`src/rtl/regfile_pkg.sv`:
```
// Shared defaults and constants for the multi-port register file.
package regfile_pkg;
  localparam int DATA_SIZE_D    = 32;
  localparam int NUM_REG_D      = 32;
  localparam int ADDRESS_SIZE_D = 5;
  localparam int NUM_READ_D     = 2;
  // x0 is hardwired to zero and never tracked by the scoreboard.
  localparam int ZERO_REG       = 0;
endpackage

```
`src/rtl/regfile_scoreboard.sv`:
```
// Pending-write scoreboard: one busy bit per register, with
// flush > issue-set > write-clear priority and per-port lookup.
module regfile_scoreboard
  import regfile_pkg::*;
#(
  parameter int NUM_REG      = NUM_REG_D,
  parameter int ADDRESS_SIZE = ADDRESS_SIZE_D,
  parameter int NUM_READ     = NUM_READ_D
) (
  input  logic                             clk,
  input  logic                             rst_n,
  input  logic                             flush,
  input  logic                             issue_en,
  input  logic [ADDRESS_SIZE-1:0]          issue_addr,
  input  logic                             wr_en,    // already qualified: nonzero, in range
  input  logic [ADDRESS_SIZE-1:0]          wr_addr,
  input  logic [NUM_READ*ADDRESS_SIZE-1:0] rd_addr,
  input  logic [NUM_READ-1:0]              fwd,      // port is being served by the bypass
  output logic [NUM_READ-1:0]              busy_r
);

  logic [NUM_REG-1:0] busy, busy_nxt;
  logic               iss_ok;

  assign iss_ok = issue_en && (issue_addr != ADDRESS_SIZE'(ZERO_REG)) &&
                  (32'(issue_addr) < NUM_REG);

  // Next busy vector: a new producer overrides a same-cycle writeback.
  always_comb begin
    busy_nxt = busy;
    if (flush) begin
      busy_nxt = '0;
    end else begin
      if (wr_en)  busy_nxt[wr_addr]    = 1'b0;
      if (iss_ok) busy_nxt[issue_addr] = 1'b1;
    end
  end

  // Busy vector register, cleared asynchronously.
  always_ff @(posedge clk or negedge rst_n) begin
    if (!rst_n) busy <= '0;
    else        busy <= busy_nxt;
  end

  for (genvar i = 0; i < NUM_READ; i++) begin : g_lookup
    logic [ADDRESS_SIZE-1:0] a;
    assign a         = rd_addr[i*ADDRESS_SIZE +: ADDRESS_SIZE];
    // A forwarded operand is not a hazard; out-of-range reads are never busy.
    assign busy_r[i] = !fwd[i] && (32'(a) < NUM_REG) && busy[a];
  end

endmodule

```
`src/rtl/regfile_mp.sv`:
```
// Multi-read-port integer register file with same-cycle write bypass
// and pending-write scoreboard for decode-stage stalls.
module regfile_mp
  import regfile_pkg::*;
#(
  parameter int DATA_SIZE    = DATA_SIZE_D,
  parameter int NUM_REG      = NUM_REG_D,
  parameter int ADDRESS_SIZE = ADDRESS_SIZE_D,
  parameter int NUM_READ     = NUM_READ_D,
  parameter bit BYPASS       = 1'b1
) (
  input  logic                             clk,
  input  logic                             rst_n,
  input  logic                             RegWEn,
  input  logic [ADDRESS_SIZE-1:0]          AddrD,
  input  logic [DATA_SIZE-1:0]             DataD,
  input  logic [NUM_READ*ADDRESS_SIZE-1:0] AddrR,
  output logic [NUM_READ*DATA_SIZE-1:0]    DataR,
  output logic [NUM_READ-1:0]              BusyR,
  input  logic                             IssueEn,
  input  logic [ADDRESS_SIZE-1:0]          IssueAddr,
  input  logic                             Flush
);

  logic [NUM_REG-1:0][DATA_SIZE-1:0] regs;
  logic                              wr_ok;
  logic [NUM_READ-1:0]               fwd;

  // Writes to x0 or to nonexistent registers are dropped here once.
  assign wr_ok = RegWEn && (AddrD != ADDRESS_SIZE'(ZERO_REG)) && (32'(AddrD) < NUM_REG);

  // Storage array; x0 is never written so it stays zero.
  always_ff @(posedge clk or negedge rst_n) begin
    if (!rst_n)     regs <= '0;
    else if (wr_ok) regs[AddrD] <= DataD;
  end

  for (genvar i = 0; i < NUM_READ; i++) begin : g_rd
    logic [ADDRESS_SIZE-1:0] a;
    logic                    ok;
    assign a      = AddrR[i*ADDRESS_SIZE +: ADDRESS_SIZE];
    assign ok     = (a != ADDRESS_SIZE'(ZERO_REG)) && (32'(a) < NUM_REG);
    // wr_ok already implies a nonzero, in-range destination.
    assign fwd[i] = BYPASS && wr_ok && (AddrD == a);
    // Gate with rst_n so a bypassed write cannot leak out during reset.
    assign DataR[i*DATA_SIZE +: DATA_SIZE] =
      !rst_n ? '0 : fwd[i] ? DataD : ok ? regs[a] : '0;
  end

  regfile_scoreboard #(
    .NUM_REG      (NUM_REG),
    .ADDRESS_SIZE (ADDRESS_SIZE),
    .NUM_READ     (NUM_READ)
  ) u_sb (
    .clk        (clk),
    .rst_n      (rst_n),
    .flush      (Flush),
    .issue_en   (IssueEn),
    .issue_addr (IssueAddr),
    .wr_en      (wr_ok),
    .wr_addr    (AddrD),
    .rd_addr    (AddrR),
    .fwd        (fwd),
    .busy_r     (BusyR)
  );

endmodule

```
`config.mk`:
```
export PLATFORM = sky130hd
export DESIGN_NAME = regfile_mp
export DESIGN_NICKNAME = d
export VERILOG_FILES = /design/src/rtl/regfile_pkg.sv /design/src/rtl/regfile_scoreboard.sv /design/src/rtl/regfile_mp.sv
export SDC_FILE = /design/constraint.sdc
export NUM_CORES = 2
export LEC_CHECK = 0
export CORE_ASPECT_RATIO = 0.5
export CORE_MARGIN = 3
export CORE_UTILIZATION = 40
export DETAILED_ROUTE_END_ITERATION = 12
export PLACE_DENSITY = 0.56
export SYNTH_ARGS = -nofsm -noshare
export SYNTH_HDL_FRONTEND = slang
export SYNTH_SLANG_ARGS = --single-unit
```
`constraint.sdc`:
```
create_clock -name clk -period 4 [get_ports clk]
set_input_delay 0.4 -clock clk [delete_from_list [all_inputs] [get_ports clk]]
set_output_delay 0.4 -clock clk [all_outputs]
set_load 0.005 [all_outputs]
```
==> impl_metrics.csv <==
group,metric,value,unit
synthesis,yosysSeqAreaShare,47.0,%
die,die_x,536,um
sta,slew_headroom,9.91,%
sta,finalCritPeriodShare,97.9,%
critical_path,crit_arrival,3.52,ns
die,initial_core_util,40.6,%
drt,num_vias,35800,
synthesis,ys_warn_count,0,
grt,grt_max_degree,162,
clock_network,cts_setup_buffers,0,
critical_path,critPathKind,"register to output pin",
power,p_total,31200,uW
sta,slew_violations,0,
critical_path,r2r_start,"u_sb.busy[20]",
sta,final.setup.tns,0,ns
place,io_buffer_count,122,
die,core,0.138,mm^2
grt,antenna_found_initial,5,
synthesis,synth_seq_cells,1056,
clock_network,cts_tree,"built",
place,dp.cells,5417,
min_path,min-delay-path-class,"input port to async pin",
critical_path,ff2ff_path_depth,2,
cells_and_area,layout.nets,3718,
place,dp_hpwl,110,mm
die,die_area,0.145,mm^2
synthesis,synth_area_leaders,"dfrtp_1 (47%), mux4_2 (22%), mux2_2 (20%)",
synthesis,synth_commonest_cells,"dfrtp_1 (1,056), mux2_2 (992), mux4_2 (558)",
synthesis,yosysTopAreaCellShare,47.0,%
cells_and_area,layout-drive-gt1-share,53.2,%
place,gp_congestion,0.823,
clock_network,clockRootBuffer,"clkbuf_16",
synthesis,synth-main-ff-cell,"dfrtp_1",
drt,route.antenna.remaining_nets,0,
sta,timing.fmax,255,MHz
status,outcome,"completed",
power,vdd_drop_max,0.000364,V
clock_network,cts.sinks,1056,
critical_path,critPathRequiredTime,3.60,ns
drt,detail_route.wl_per_cell,32.6,um
cells_and_area,synthToLayoutAreaGrowth,14.4,%
grt,grt_pass1_vias,37200,
cells_and_area,final_core_util,46.5,%
synthesis,synth_area,0.0562,mm^2
cells_and_area,fillers,11900,
synthesis,synth_nets,3711,
drt,first_pass_iters,5,
clock_network,cts_buffers,103,
clock_network,cts_buffer_depth,3,
synthesis,ys_async_sr_fraction,100,%
cells_and_area,fin_cells,5607,
drt,drt-total-wl,183,mm
drt,drt_iter0_markers,3183,
sta,hold_violations,0,
critical_path,rrSetupSlack,3.17,ns
clock_network,path_clk_slew,0.06,ns
drt,drc_errors,0,
critical_path,cp-startpoint,"regs[644]",
grt,grt_usage,25.1,%
sta,period_needed,3.92,ns
die,die_h,271,um
sta,rsz0062_at_grt,"no",
drt,vias_per_cell,6.39,
sta,worst_clock_skew,0,ns
power,p_per_area,485,mW/mm^2
critical_path,crit_path_end,"DataR[4]",
sta,worst_pin_slew,1.35,ns
synthesis,post_synth.cell_area_avg,15.4,um^2
grt,grt_overflow,0,
synthesis,synth_most_common_cell,"dfrtp_1",
critical_path,critPathMaxFanout,3,
power,power_leakage,0.0274,uW
synthesis,syn-instance-count,3654,
job,drv_cap,0,
die,row_count,96,
clock_network,clk_latency,0.70,ns
sta,finalSetupViolCount,0,
grt,grt_pass1_wl,269,mm
critical_path,crit_path_end_kind,"output pin",
die,ioPinCount,123,
clock_network,htreeDepth,3,
synthesis,synth_cell_types,45,
critical_path,reg2reg_to,"u_sb.busy[20]",
synthesis,synth_edf_count,0,
synthesis,yosys.area.top_type,"dfrtp_1",
critical_path,startpoint_type,"register",
placed cells by master (no fill, tap or decap), types with 4 or more instances in the layout:
| cell | n |
|---|---|
| a211o_1 | 33 |
| a211oi_1 | 64 |
| a21oi_1 | 47 |
| a221o_1 | 32 |
| a22oi_1 | 147 |
| buf_12 | 60 |
| buf_4 | 153 |
| buf_8 | 4 |
| bufinv_16 | 14 |
| clkbuf_1 | 13 |
| clkbuf_16 | 104 |
| clkbuf_8 | 23 |
| clkdlybuf4s50_1 | 114 |
| clkinv_2 | 22 |
| clkinvlp_4 | 4 |
| dfrtp_1 | 1056 |
| mux2_2 | 992 |
| mux2i_1 | 41 |
| mux4_2 | 558 |
| nand2_1 | 50 |
| nand2_2 | 4 |
| nand2_4 | 11 |
| nand3_1 | 4 |
| nor2_1 | 28 |
| nor2_4 | 15 |
| nor2b_1 | 66 |
| nor3b_1 | 6 |
| o21ai_0 | 12 |
| o221ai_1 | 4 |
| xnor2_1 | 4 |
| xor2_1 | 6 |
worst min path at each step:
| stage | from | end | depth (start not counted) |
|---|---|---|---|
| final | rst_n | regs[275] | 2 |
| after global routing | rst_n | regs[115] | 2 |
| after CTS | rst_n | regs[115] | 2 |
| after detailed placement | rst_n | regs[275] | 1 |
| after global placement | rst_n | regs[275] | 1 |
| after floorplan | rst_n | regs[0] | 0 |
power by group:
| group | internal (uW) | total (uW) | switching (uW) |
|---|---|---|---|
| Sequential | 12600 | 14000 | 1410 |
| Combinational | 3930 | 6420 | 2480 |
| Clock | 6120 | 10700 | 4580 |
| Total | 22700 | 31200 | 8470 |
flip-flops by register name, indices dropped and copies added (netlist names):
name and cells:
regs 1024, u_sb.busy 32
per-layer routing:
metal / routed length [um] / share of wire [%] / vias to the layer above / GRT usage (%)
li1: - / - / 14300 / -
met1: 83000 / 45 / 19900 / 37.2
met2: 83400 / 46 / 1377 / 38.5
met3: 12100 / 6.6 / 234 / 4.45
met4: 4140 / 2.3 / 4 / 5.74
met5: 15 / 0.0082 / - / 0
metrics by stage:
stage          hold slack, ns  instance area [um^2]  worst slack, ns
2_1_floorplan           0.104                 56200             1.34
3_3_place_gp            0.283                 60600            0.275
3_5_place_dp            0.277                 60600            0.293
4_1_cts                 0.166                 64200            0.120
5_1_grt                 0.183                 64200           0.0682
6_report                0.179                 64200           0.0844
cell type report:
type	instances	area (um^2)	share of cell area, %
Antenna cell	3	7.51	0.0117
Clock buffer	139	2950	4.60
Clock inverter	47	711	1.11
Inverter	2	8.76	0.0136
Multi-Input combinational cell	2163	28200	43.9
Sequential cell	1056	26400	41.1
Tap cell	1862	2330	3.63
Timing Repair Buffer	335	3600	5.60
worst max-delay path: stages (launching register included):
cell	delay (ns)
dfrtp_1	0.41
mux4_2	0.46
nor2b_1	0.15
a211oi_1	0.70
a211oi_1	0.14
buf_4	0.18
a221o_1	0.30
clkdlybuf4s50_1	0.47
kinds of logic (layout without fill, tap and decap cells):
kind of cell	Yosys count	in the layout	share of synthesized area [%]
buffers and inverters	435	523	3.23
muxes	1591	1591	43.0
DFF	1056	1056	47.0
and+or+nand+nor	215	215	1.98
AOI/OAI and AO/OA	347	347	4.61
xor gates and xnor gates	10	10	0.156
other	0	3	0
repair_timing:
item	4_1_cts	5_1_grt
hold endpoints to repair	45	0
gates resized for setup	0	0
setup endpoints to repair	0	0
hold buffers	1	0
(Power assumes the default switching activity.)
